===== src/rtl/hazard_forward_ctrl.sv =====
// hazard_forward_ctrl: forwarding selects and stall/flush control for the
// 5-stage MIPS pipeline. Forward selects are purely combinational. A small
// two-state FSM tracks multi-cycle mult/div occupancy in the execute stage.
// Optional build macro: HAZ_STAT_EN adds saturating 16-bit stall-cause counters
// (LoadStallCnt, BranchStallCnt, MdStallCnt).
module hazard_forward_ctrl #(
    parameter int MD_LATENCY = 4,
    parameter int REG_AW     = 5
) (
    input  logic              Clk,
    input  logic              Rst_n,
    input  logic [REG_AW-1:0] RsD,
    input  logic [REG_AW-1:0] RtD,
    input  logic              BranchD,
    input  logic [REG_AW-1:0] RsE,
    input  logic [REG_AW-1:0] RtE,
    input  logic [REG_AW-1:0] WriteRegE,
    input  logic              RegWriteE,
    input  logic              MemtoRegE,
    input  logic              MdStartE,
    input  logic [REG_AW-1:0] WriteRegM,
    input  logic              RegWriteM,
    input  logic              MemtoRegM,
    input  logic [REG_AW-1:0] WriteRegW,
    input  logic              RegWriteW,
    output logic [1:0]        ForwardAE,
    output logic [1:0]        ForwardBE,
    output logic              ForwardAD,
    output logic              ForwardBD,
    output logic              StallF,
    output logic              StallD,
    output logic              StallE,
    output logic              FlushE,
    output logic              FlushM,
    output logic              MdBusy
`ifdef HAZ_STAT_EN
    ,
    output logic [15:0]       LoadStallCnt,
    output logic [15:0]       BranchStallCnt,
    output logic [15:0]       MdStallCnt
`endif
);

    typedef enum logic {
        IDLE    = 1'b0,
        MD_BUSY = 1'b1
    } md_state_t;

    localparam logic [3:0] MD_LOAD = 4'(MD_LATENCY - 2);

    md_state_t  state, state_next;
    logic [3:0] md_cnt, md_cnt_next;

    // Per-stage "valid writer" qualifiers: register 0 never produces a hazard.
    logic wr_e, wr_m, wr_w;
    assign wr_e = RegWriteE && (WriteRegE != '0);
    assign wr_m = RegWriteM && (WriteRegM != '0);
    assign wr_w = RegWriteW && (WriteRegW != '0);

    logic lwstall, brstall, md_active;

    // Execute-stage operand forwarding: M stage has priority over W stage.
    always_comb begin
        // NOTE: every always_comb output gets a default first so no path leaves it unassigned (no latch).
        ForwardAE = 2'd0;
        ForwardBE = 2'd0;
        if (wr_m && (WriteRegM == RsE))      ForwardAE = 2'd2;
        else if (wr_w && (WriteRegW == RsE)) ForwardAE = 2'd1;
        if (wr_m && (WriteRegM == RtE))      ForwardBE = 2'd2;
        else if (wr_w && (WriteRegW == RtE)) ForwardBE = 2'd1;
    end

    // Decode-stage branch comparator forwarding and hazard detection.
    always_comb begin
        ForwardAD = wr_m && (WriteRegM == RsD);
        ForwardBD = wr_m && (WriteRegM == RtD);
        lwstall   = MemtoRegE && wr_e && ((WriteRegE == RsD) || (WriteRegE == RtD));
        brstall   = BranchD &&
                    ((wr_e && ((WriteRegE == RsD) || (WriteRegE == RtD))) ||
                     (MemtoRegM && wr_m && ((WriteRegM == RsD) || (WriteRegM == RtD))));
    end

    // Mult/div occupancy FSM: state register with synchronous reset.
    always_ff @(posedge Clk) begin
        // NOTE: state registers use non-blocking assignments so all flops update from pre-edge values.
        if (!Rst_n) begin
            state  <= IDLE;
            md_cnt <= 4'd0;
        end else begin
            state  <= state_next;
            md_cnt <= md_cnt_next;
        end
    end

    // Mult/div occupancy FSM: next-state and counter; MdStartE ignored while busy.
    always_comb begin
        state_next  = state;
        md_cnt_next = md_cnt;
        unique case (state)
            IDLE: begin
                if (MdStartE) begin
                    state_next  = MD_BUSY;
                    md_cnt_next = MD_LOAD;
                end
            end
            MD_BUSY: begin
                if (md_cnt == 4'd0) state_next  = IDLE;
                else                md_cnt_next = md_cnt - 4'd1;
            end
            default: begin
                state_next  = IDLE;
                md_cnt_next = 4'd0;
            end
        endcase
    end

    assign md_active = (state == MD_BUSY) || MdStartE;

    // Stall/flush outputs: mult/div occupancy masks load-use and branch stalls.
    always_comb begin
        StallF = 1'b0;
        StallD = 1'b0;
        StallE = 1'b0;
        FlushE = 1'b0;
        FlushM = 1'b0;
        MdBusy = 1'b0;
        if (md_active) begin
            StallF = 1'b1;
            StallD = 1'b1;
            StallE = 1'b1;
            FlushM = 1'b1;
            MdBusy = 1'b1;
        end else begin
            StallF = lwstall | brstall;
            StallD = lwstall | brstall;
            FlushE = lwstall | brstall;
        end
    end

`ifdef HAZ_STAT_EN
    // Saturating stall-cause counters; a combined load/branch stall counts as load.
    always_ff @(posedge Clk) begin
        if (!Rst_n) begin
            LoadStallCnt   <= 16'd0;
            BranchStallCnt <= 16'd0;
            MdStallCnt     <= 16'd0;
        end else begin
            if (md_active) begin
                if (MdStallCnt != 16'hFFFF) MdStallCnt <= MdStallCnt + 16'd1;
            end else if (lwstall) begin
                if (LoadStallCnt != 16'hFFFF) LoadStallCnt <= LoadStallCnt + 16'd1;
            end else if (brstall) begin
                if (BranchStallCnt != 16'hFFFF) BranchStallCnt <= BranchStallCnt + 16'd1;
            end
        end
    end
`endif

endmodule


===== config.mk =====
export PLATFORM = sky130hd
export DESIGN_NAME = hazard_forward_ctrl
export DESIGN_NICKNAME = d
export VERILOG_FILES = /design/src/rtl/hazard_forward_ctrl.sv
export SDC_FILE = /design/constraint.sdc
export NUM_CORES = 1
export LEC_CHECK = 0
export ABC_AREA = 1
export BUFFER_PORTS_ARGS = -buffer_cell sky130_fd_sc_hd__buf_2
export CAP_MARGIN = 20
export CORE_MARGIN = 8
export CORE_UTILIZATION = 30
export DETAILED_ROUTE_END_ITERATION = 10
export GPL_ROUTABILITY_DRIVEN = 1
export PLACE_DENSITY = 0.6
export SYNTH_ARGS = -nofsm -noshare
export SYNTH_HDL_FRONTEND = slang
export SYNTH_SLANG_ARGS = --single-unit

===== constraint.sdc =====
create_clock -name Clk -period 1.1 [get_ports Clk]
set_input_delay 0.165 -clock Clk [delete_from_list [all_inputs] [get_ports Clk]]
set_output_delay 0.165 -clock Clk [all_outputs]
set_load 0.005 [all_outputs]

==> impl_metrics.tcl <==
set metrics [dict create \
    synth_warnings 0 \
    p_comb_share_pct 63.8 \
    hold_viol 0 \
    rsz0062_at_grt "yes" \
    min_path_type "in2reg" \
    grt_start_max_net_pins 7 \
    setup_slack_ns -0.09914 \
    clock_path_buffers 2 \
    outcome "finished, violations left" \
    violations "negative setup slack" \
    postRouteAntennaNets 0 \
    syn_inst 169 \
    drive_above_1_share_pct 59.17 \
    fin_total_pwr_w 0.001254 \
    worst_r2r_path_depth 9 \
    cp_max_fo 6 \
    cts_tree "built" \
    vias 1244 \
    cts-root-buf "clkbuf_4" \
    hold_buffers 0 \
    grt.total_usage_pct 13.23 \
    grt_first_pass_wirelength_um 5616 \
    numCtsBuffers 3 \
    skew_ns 0.006664 \
    yosys.area.top_type_share_pct 22.12 \
    r2r-start "md_cnt[0]" \
    die_y_um 71.78 \
    switching_power_w 0.0004936 \
    fin_crit_sh_pct 109.0 \
    ys_types 23 \
    p_sw_share_pct 39.36 \
    maxSlewViolCount 0 \
    die_x_um 71.78 \
    end_kind "flop" \
    dr.pass1.iters 6 \
    fillers 292 \
    avgViaCountPerCell 4.557 \
    drc_errors 0 \
    power.density_mw_per_mm2 709.3 \
    synth_seq_area_share_pct 10.72 \
    p_int_w 0.0007604 \
    leakagePower_nw 0.8970 \
    fmaxAchievable_mhz 833.9 \
    min_from "Rst_n" \
    yosysTopAreaCell "nand2_1" \
    syn_avg_cell_area_um2 5.523 \
    clk_pin_slew_ns 0.05 \
    dp_hpwl_um 2606 \
    ioPinCount 56 \
    dieArea_mm2 0.005152 \
    syn_area_um2 933.4 \
    ys_seq_elements 5 \
    setup_viol 10 \
    cts.sinks 5 \
    insertion_delay_ns 0.25 \
    worstHoldPathCells 3 \
    arrival_ns 1.33 \
    r2r_slack_ns -0.1 \
    grt_pass1_vias 1284 \
    drt_first_iter_violations 46 \
    diodes 0 \
    rows 20 \
    relSlewSlack_pct 85.46 \
    start_util_pct 31.08 \
    required_ns 1.23 \
    syn_to_final_growth_pct 89.41 \
    max-cap-violations 0 \
    drt-total-wl_um 3384 \
    overflow 0 \
    p_seq_share_pct 18.7 \
    crit_type "reg2reg" \
    worst_pin_slew_ns 0.2173 \
    io_buffers 55 \
    coreArea_mm2 0.003003 \
    antenna_found_initial 0 \
    min_to "md_cnt[2]" \
    cts-htree-levels 1 \
    r2r_end "md_cnt[1]" \
    gp_congestion 0.8232 \
    nets 286 \
    wl_per_cell_um 12.40 \
    ys_top_cells_by_area "nand2_1 (22%), xnor2_1 (15%), dfxtp_1 (11%), inv_1 (9.7%), xor2_1 (8.4%)" \
    min_period_ns 1.199 \
    ir_drop_v 0.0002609 \
    start_kind "flop" \
    syn_nets 214 \
    pwr-share-clk_pct 17.5 \
    fin_tns_setup_ns -0.5272 \
]
## state kept, by name, indices dropped and copies added, names as in the netlist
signal / flops
state: 1
md_cnt: 4
## synthesized netlist by cell type
cell,instances
nor2_1,18
nor3_2,1
nand3_1,8
o21ai_1,1
dfxtp_1,5
inv_2,3
o21ai_0,4
o21bai_1,1
xnor2_1,16
o31ai_1,1
a21oi_1,3
buf_2,2
nand4_1,5
o21ai_2,1
inv_1,24
xor2_1,9
a21oi_2,1
buf_4,3
nand2_1,55
nor3b_1,1
nand2_2,2
nor3_1,4
ha_1,1
## cell families (layout without fill, tap and decap cells)
group           Yosys count  in the layout  share of synthesized area [%]
simple gates             94             94                          42.36
buf+inv                  32            103                          14.34
xor+xnor                 25             25                          23.46
compound gates           12             12                          7.775
flops                     5              5                          10.72
fa+ha+maj                 1              1                          1.340
## power by group through the flow
stage	registers [W]	clock network, W	logic (W)
after CTS	0.000232	0.000226	0.000719
final	0.000235	0.000220	0.000800
after global placement	0.000229	0	0.000590
after detailed placement	0.000231	0	0.000586
after floorplan	0.000231	0	0.000359
after global routing	0.000238	0.000242	0.000882
## worst max-delay path, cell delays in order (launching register included)
cell and delay (ns):
dfxtp_2 0.32, inv_2 0.07, ha_4 0.13, inv_2 0.04
nor2_4 0.11, nand3_4 0.10, nand2_4 0.11, nor2_1 0.06
nand2_1 0.07, o31ai_2 0.06
## per-stage QoR
step / instances / instance area (um^2) / setup WS (ns) / hold WS, ns / util, %
floorplan: 169 / 992.2 / -0.06687 / 0.3033 / -
global placement: 265 / 1365 / -0.2210 / 0.4469 / 45.46
detailed placement: 265 / 1365 / -0.1987 / 0.4448 / 45.46
CTS: 272 / 1624 / -0.09597 / 0.1815 / 54.08
global route: 273 / 1768 / -0.1789 / 0.1961 / 58.88
finish: 273 / 1768 / -0.09914 / 0.1848 / 58.88
## worst max path at each step
stage,from,end,slack [ns],cells after the start
finish,md_cnt[0],md_cnt[1],-0.1,9
global route,WriteRegE[2],FlushE,-0.18,10
CTS,WriteRegE[1],FlushE,-0.1,8
detailed placement,WriteRegM[2],FlushE,-0.20,10
global placement,WriteRegM[2],FlushE,-0.22,10
floorplan,WriteRegM[4],StallF,-0.07,8
## cells in the final DEF (no fill, tap or decap), types with 2 or more instances in the layout
master | synthesis | routed
nand3_1 | 8 | 3
nand2_1 | 55 | 44
buf_2 | 2 | 34
buf_12 | 0 | 2
xnor2_1 | 16 | 14
o21ai_0 | 4 | 3
nor3_2 | 1 | 5
nand3_4 | 0 | 2
nor2_2 | 0 | 10
buf_8 | 0 | 4
clkbuf_4 | 0 | 3
inv_1 | 24 | 9
xnor2_2 | 0 | 2
buf_4 | 3 | 15
nand3_2 | 0 | 3
buf_6 | 0 | 17
dfxtp_1 | 5 | 2
a21oi_2 | 1 | 3
nand2_4 | 0 | 2
nor2_1 | 18 | 6
xor2_1 | 9 | 8
nand2_2 | 2 | 11
nor2_4 | 0 | 2
inv_4 | 0 | 3
dfxtp_2 | 0 | 3
inv_2 | 3 | 13
nand4_1 | 5 | 5
## per-layer routing
layer	share of wire [%]	routed length, um	track usage [%]
met5	0	0	0
met4	0.62	21	4.082
met3	4.3	145	1.953
met2	54	1832	23.28
met1	41	1384	15.95
## what timing repair did
item,in CTS,in global routing
pin swaps,29,31
setup endpoints to repair,16,17
buffers inserted,3,1
gates resized for setup,61,40
cloned,0,0
## cell type report
| type | instances | area [um^2] | area share (%) |
|---|---|---|---|
| multi-input combinational | 132 | 900.9 | 50.96 |
| tap | 33 | 41.29 | 2.335 |
| inverter | 27 | 121.4 | 6.865 |
| clock buffer | 4 | 26.28 | 1.486 |
| sequential | 5 | 103.9 | 5.874 |
| timing repair buffer | 72 | 574.3 | 32.48 |
Power figures use the tool's default switching activity.
